===== src/rtl/alu_sequencer.sv =====
// alu_sequencer: sequences one register-to-register ALU operation per start pulse over an 8x16 register file
module alu_sequencer (
    input  logic        clk,
    input  logic        rst_n,
    input  logic        start,
    input  logic [1:0]  op,
    input  logic [2:0]  rn,
    input  logic [2:0]  rm,
    input  logic [2:0]  rd,
    input  logic        wb,
    input  logic        ext_we,
    input  logic [2:0]  ext_addr,
    input  logic [15:0] ext_data,
    input  logic [2:0]  dbg_addr,
    output logic [15:0] dbg_data,
    output logic        busy,
    output logic        done,
    output logic [2:0]  status,
    output logic [15:0] result
);
    typedef enum logic [2:0] {IDLE, LOADA, LOADB, EXEC, WRITE} state_t;
    state_t state, state_nx;
    logic [15:0] regs [8];
    logic [15:0] a, b, c, alu_out, sum, diff;
    logic [2:0]  alu_st, status_q, rn_q, rm_q, rd_q;
    logic [1:0]  op_q;
    logic        wb_q, alu_v, we;
    logic [2:0]  waddr;
    logic [15:0] wdata;
    // state register
    always_ff @(posedge clk or negedge rst_n) begin
        if (!rst_n) state <= IDLE;
        else        state <= state_nx;
    end
    // fixed walk IDLE -> LOADA -> LOADB -> EXEC -> WRITE -> IDLE; only IDLE waits on start
    always_comb begin
        state_nx = state;
        case (state)
            IDLE:    state_nx = start ? LOADA : IDLE;
            LOADA:   state_nx = LOADB;
            LOADB:   state_nx = EXEC;
            EXEC:    state_nx = WRITE;
            default: state_nx = IDLE;
        endcase
    end
    // capture the request fields so the host may change them while we run
    always_ff @(posedge clk or negedge rst_n) begin
        if (!rst_n) begin
            op_q <= '0;
            rn_q <= '0;
            rm_q <= '0;
            rd_q <= '0;
            wb_q <= 1'b0;
        end else if (state == IDLE && start) begin
            op_q <= op;
            rn_q <= rn;
            rm_q <= rm;
            rd_q <= rd;
            wb_q <= wb;
        end
    end
    // combinational ALU: add/sub/and/not-B with {V,N,Z}; V only meaningful for arithmetic
    always_comb begin
        sum     = a + b;
        diff    = a - b;
        alu_out = op_q == 2'b00 ? sum :
                  op_q == 2'b01 ? diff :
                  op_q == 2'b10 ? (a & b) : ~b;
        alu_v   = op_q == 2'b00 ? (a[15] == b[15]) && (sum[15] != a[15]) :
                  op_q == 2'b01 ? (a[15] != b[15]) && (diff[15] != a[15]) : 1'b0;
        alu_st  = {alu_v, alu_out[15], alu_out == 16'h0000};
    end
    // operand fetch, execute and status latch
    always_ff @(posedge clk or negedge rst_n) begin
        if (!rst_n) begin
            a        <= '0;
            b        <= '0;
            c        <= '0;
            status_q <= '0;
        end else begin
            if (state == LOADA) a <= regs[rn_q];
            if (state == LOADB) b <= regs[rm_q];
            if (state == EXEC) begin
                c        <= alu_out;
                status_q <= alu_st;
            end
        end
    end
    // single write port shared by host loads (IDLE only) and write-back (WRITE only)
    always_comb begin
        we    = (state == IDLE && ext_we) || (state == WRITE && wb_q);
        waddr = state == IDLE ? ext_addr : rd_q;
        wdata = state == IDLE ? ext_data : c;
    end
    // register file
    always_ff @(posedge clk or negedge rst_n) begin
        if (!rst_n) begin
            for (int i = 0; i < 8; i++) regs[i] <= '0;
        end else if (we) begin
            regs[waddr] <= wdata;
        end
    end
    assign dbg_data = regs[dbg_addr];
    assign busy     = state != IDLE;
    assign done     = state == WRITE;
    assign status   = status_q;
    assign result   = c;
endmodule


===== config.mk =====
export PLATFORM = sky130hd
export DESIGN_NAME = alu_sequencer
export DESIGN_NICKNAME = d
export VERILOG_FILES = /design/src/rtl/alu_sequencer.sv
export SDC_FILE = /design/constraint.sdc
export NUM_CORES = 1
export LEC_CHECK = 0
export BUFFER_PORTS_ARGS = -buffer_cell sky130_fd_sc_hd__clkbuf_2
export CORE_AREA = 10 10 184 186
export DETAILED_ROUTE_END_ITERATION = 8
export DIE_AREA = 0 0 194 196
export SLEW_MARGIN = 5
export SYNTH_ARGS = -nofsm -noshare
export SYNTH_HDL_FRONTEND = slang
export SYNTH_SLANG_ARGS = --single-unit

===== constraint.sdc =====
create_clock -name clk -period 6.75 [get_ports clk]
set_clock_uncertainty 0.2 [all_clocks]
set_input_delay 0.3375 -clock clk [delete_from_list [all_inputs] [get_ports clk]]
set_output_delay 0.3375 -clock clk [all_outputs]
set_load 0.02 [all_outputs]

==> summary.md <==
| Metric | Value |
|---|---|
| Outcome | finished clean |
| Asr flop ratio synth | 100% |
| CTS buffer count | 17 |
| Fmax | between 200 and 300 MHz |
| First-pass GRT wire length | ~55 mm |
| CTS Sinks | 193 |
| Cell mode on critical path | a211oi_2 |
| Synth area leader | dfrtp_1 |
| Startpoint types | flop |
| Synth Instances | between 1000 and 1500 |
| Slew margin rel. | 26.9% |
| Setup-failing EPs final | 0 |
| Root buf cell | clkbuf_16 |
| Final Critical Period | about 3.5 ns |
| Cell breakdown of the critical path | ha_1 -> fa_1 -> nand2b_1 -> a211oi_2 -> a211oi_2 -> nor3_1 -> a211o_1 -> a2bb2oi_1 -> nand4_1 -> or4b_1 -> o31ai_2 |
| Die height | 196 um |
| Final hold slack | around 0.23 ns |
| PD cells | 619 mW/mm2 |
| Crit Path Category | reg -> reg |
| Most frequent cells after synthesis | dfrtp_1, nor2_1, a21oi_1, mux4_2, nand2_1 |
| CP peak stage delay | about 0.52 ns |
| Row cnt | 64 |
| Wire length per cell | 21.5 um |
| Fraction of layout cells with a size suffix above 1 | between 20% and 30% |
| Setup Buffers After CTS | 0 |
| Design area | 0.0135 mm2 |
| Synthesized area | 0.0119 mm2 |
| CP delay by family, top | compound AO/OA/AOI/OAI gates |
| Synth Register Bits | just under 200 |
| Initial Utilization | 39.4% |
| R2r setup slk | ~3.3 ns |
| I/O pins | 75 |
| Largest net degree at the start of global routing | 130 |
| Place WS | approximately 3.3 ns |
| Worst path required time | 6.90 ns |
| DRC | 0 |
| Arr. time, crit path | approximately 3.6 ns |
| Avg Inst Size Synth | between 10 and 15 um2 |
| Ant. Diodes | 0 |
| Vias | just over 9000 |
| Vias per inst | around 5.8 |
| Crit Path Max Fanout | 4 |
| Detail Route Antenna Nets | 0 |
| Critical path buffers and inverters | 0 |
| Total congestion overflow | 0 |
| Top post-synthesis cells by area | dfrtp_1, mux4_2, a21oi_1, nor2_1, mux2i_1 |
| Count leader, synth | dfrtp_1 |
| Initial DRC Count | 690 |
| Post-synth EDFFs | 0 |
| Slew Limit Fails | 0 |
| Nets | approximately 1300 |
| Slowest-stage cell, CP | or4b_1 |
| Hold/Removal Path Class | in -> reg |
| Synth top area share | 40.5% |
| DP Cell Count | 1545 |
| Kind of end point of the critical path | flop |
| Port bufs | 74 |
| CTS tree | built |
| Clock transition at path regs | about 0.070 ns |
| YS warnings | 0 |
| Actual slew at the worst max-slew pin | about 1.1 ns |
| Die ar. | around 0.038 mm2 |
| Core Box Area | 0.0303 mm2 |
| Lkg Pwr | approximately 0.0057 uW |
| Placer Congestion | a little under 0.9 |
| Htree depth | 4 |
| Post-DP Area | roughly 0.013 mm2 |
| Final setup TNS | 0 ns |
| HPWL after detailed placement | roughly 23 mm |
| RSZ-0062 raised after global routing | no |
| Seq/Total Area, Yosys | approximately two fifths |
| Clk Latency, worst-skew pair | approximately 0.44 ns |
| Max VDD drop | ~0.00036 V |
| Post-synth cell types | 67 |
| Area growth syn-to-layout | 13.0% |
| Die X | a little under 200 um |
| CTS Buffer Depth | 2 |
| Total Wirelength | about 34 mm |
| Top_reg_cell synth | dfrtp_1 |
| Mapped Nets | ~1200 |
| Period utilisation layout | 51.1% |
| Fin cells | around 1600 |
| Number of global-route vias before repair | ~9500 |
| Detailed Routing Iterations Pass 1 | 7 |
| Max_cap viols | 0 |
| Fin worst setup slack | 3.30 ns |
| Final Hold Viols | 0 |
| Initial antenna violation count | 0 |
| GR Util All Layers | a little under a fifth |
-- sequential cells by signal (all words and copies together), names as in the netlist --
| register | cells |
|---|---|
| rm_q | 3 |
| rn_q | 3 |
| result | 15 |
| wb_q | 1 |
| b | 16 |
| rd_q | 3 |
| state | 3 |
| a | 16 |
| regs | 128 |
| op_q | 2 |
| status | 3 |
-- kinds of logic (layout without fill, tap and decap cells) --
family | count (synthesis) | count (layout) | share of synthesized area (%)
simple gates | 318 | 318 | 11.6
compound gates | 283 | 283 | 13.9
flops | 193 | 193 | 40.5
mux | 186 | 186 | 26.1
buf+inv | 113 | 173 | 3.66
fa+ha+maj | 33 | 33 | 3.59
xor+xnor | 8 | 8 | 0.588
-- power breakdown --
group          total [uW]  switching, uW  internal, uW  leakage [uW]
Clock                1120            458           663      0.000316
Sequential           2320            581          1740       0.00231
Combinational        4890           2740          2150       0.00311
-- worst min-delay path, cell delays in order --
cell and delay, ns:
clkbuf_2 0.08, mux2i_1 0.22, a21oi_1 0.19
-- timing repair --
action	CTS	global route
resized for setup	0	0
endpoints found under the hold margin	140	0
hold buffers	13	0
-- through the flow --
step	utilization (%)	power (uW)
final	44.5	8330
after global routing	44.5	9020
after CTS	44.5	8360
after detailed placement	41.9	7200
after global placement	41.9	7130
after floorplan	-	5820
-- final timing paths --
path,startpoint,end,cells after the start
worst max-delay path,b[0],status[0],11
worst min-delay path,ext_data[9],regs[57],3
worst max register to register,b[0],status[0],11
worst min register to register,status[2],status[2],2
max in group asynchronous,rst_n,status[1],3
min in group asynchronous,rst_n,regs[91],2
-- cell usage in the layout, fill, tap and decap left out, types with 4 or more instances in the layout --
cell type | Yosys | final
xor2_1 | 4 | 4
mux2_2 | 30 | 30
nor3_1 | 6 | 6
nand2b_1 | 13 | 13
mux2i_1 | 59 | 59
or3_1 | 5 | 5
a211oi_1 | 4 | 4
o21ai_0 | 59 | 59
mux4_2 | 97 | 97
clkbuf_2 | 0 | 73
buf_4 | 1 | 23
nand3_1 | 8 | 8
o2111ai_1 | 4 | 4
clkbuf_8 | 0 | 5
dfrtp_1 | 193 | 191
xnor2_1 | 4 | 4
a21o_1 | 6 | 6
clkbuf_16 | 0 | 17
o211ai_1 | 7 | 7
o31ai_1 | 5 | 5
bufinv_16 | 0 | 4
dlygate4sd3_1 | 0 | 13
nor2b_1 | 7 | 7
nor2_1 | 167 | 161
nor3b_1 | 9 | 7
nand2_1 | 79 | 79
nor2_2 | 0 | 6
inv_1 | 27 | 27
a22oi_1 | 4 | 4
o21ai_1 | 4 | 4
a211o_1 | 4 | 4
a31oi_1 | 8 | 8
ha_1 | 31 | 31
nand4_1 | 7 | 7
a21oi_1 | 147 | 147
-- metal layers --
layer	track usage [%]	vias up	wire length [um]
met5	0	-	0
met2	30.2	233	16800
met1	23.7	4675	15200
met3	3.50	37	1770
met4	4.45	0	510
li1	-	4251	-
-- final cells by class --
class | count | area [um2]
Multi-Input combinational cell | 828 | 6690
Clock buffer | 21 | 480
Clock inverter | 11 | 175
Tap cell | 396 | 495
Inverter | 31 | 116
Fill cell | 2903 | 16800
Sequential cell | 193 | 4830
Timing Repair Buffer | 110 | 682
(Power assumes the default switching activity.)
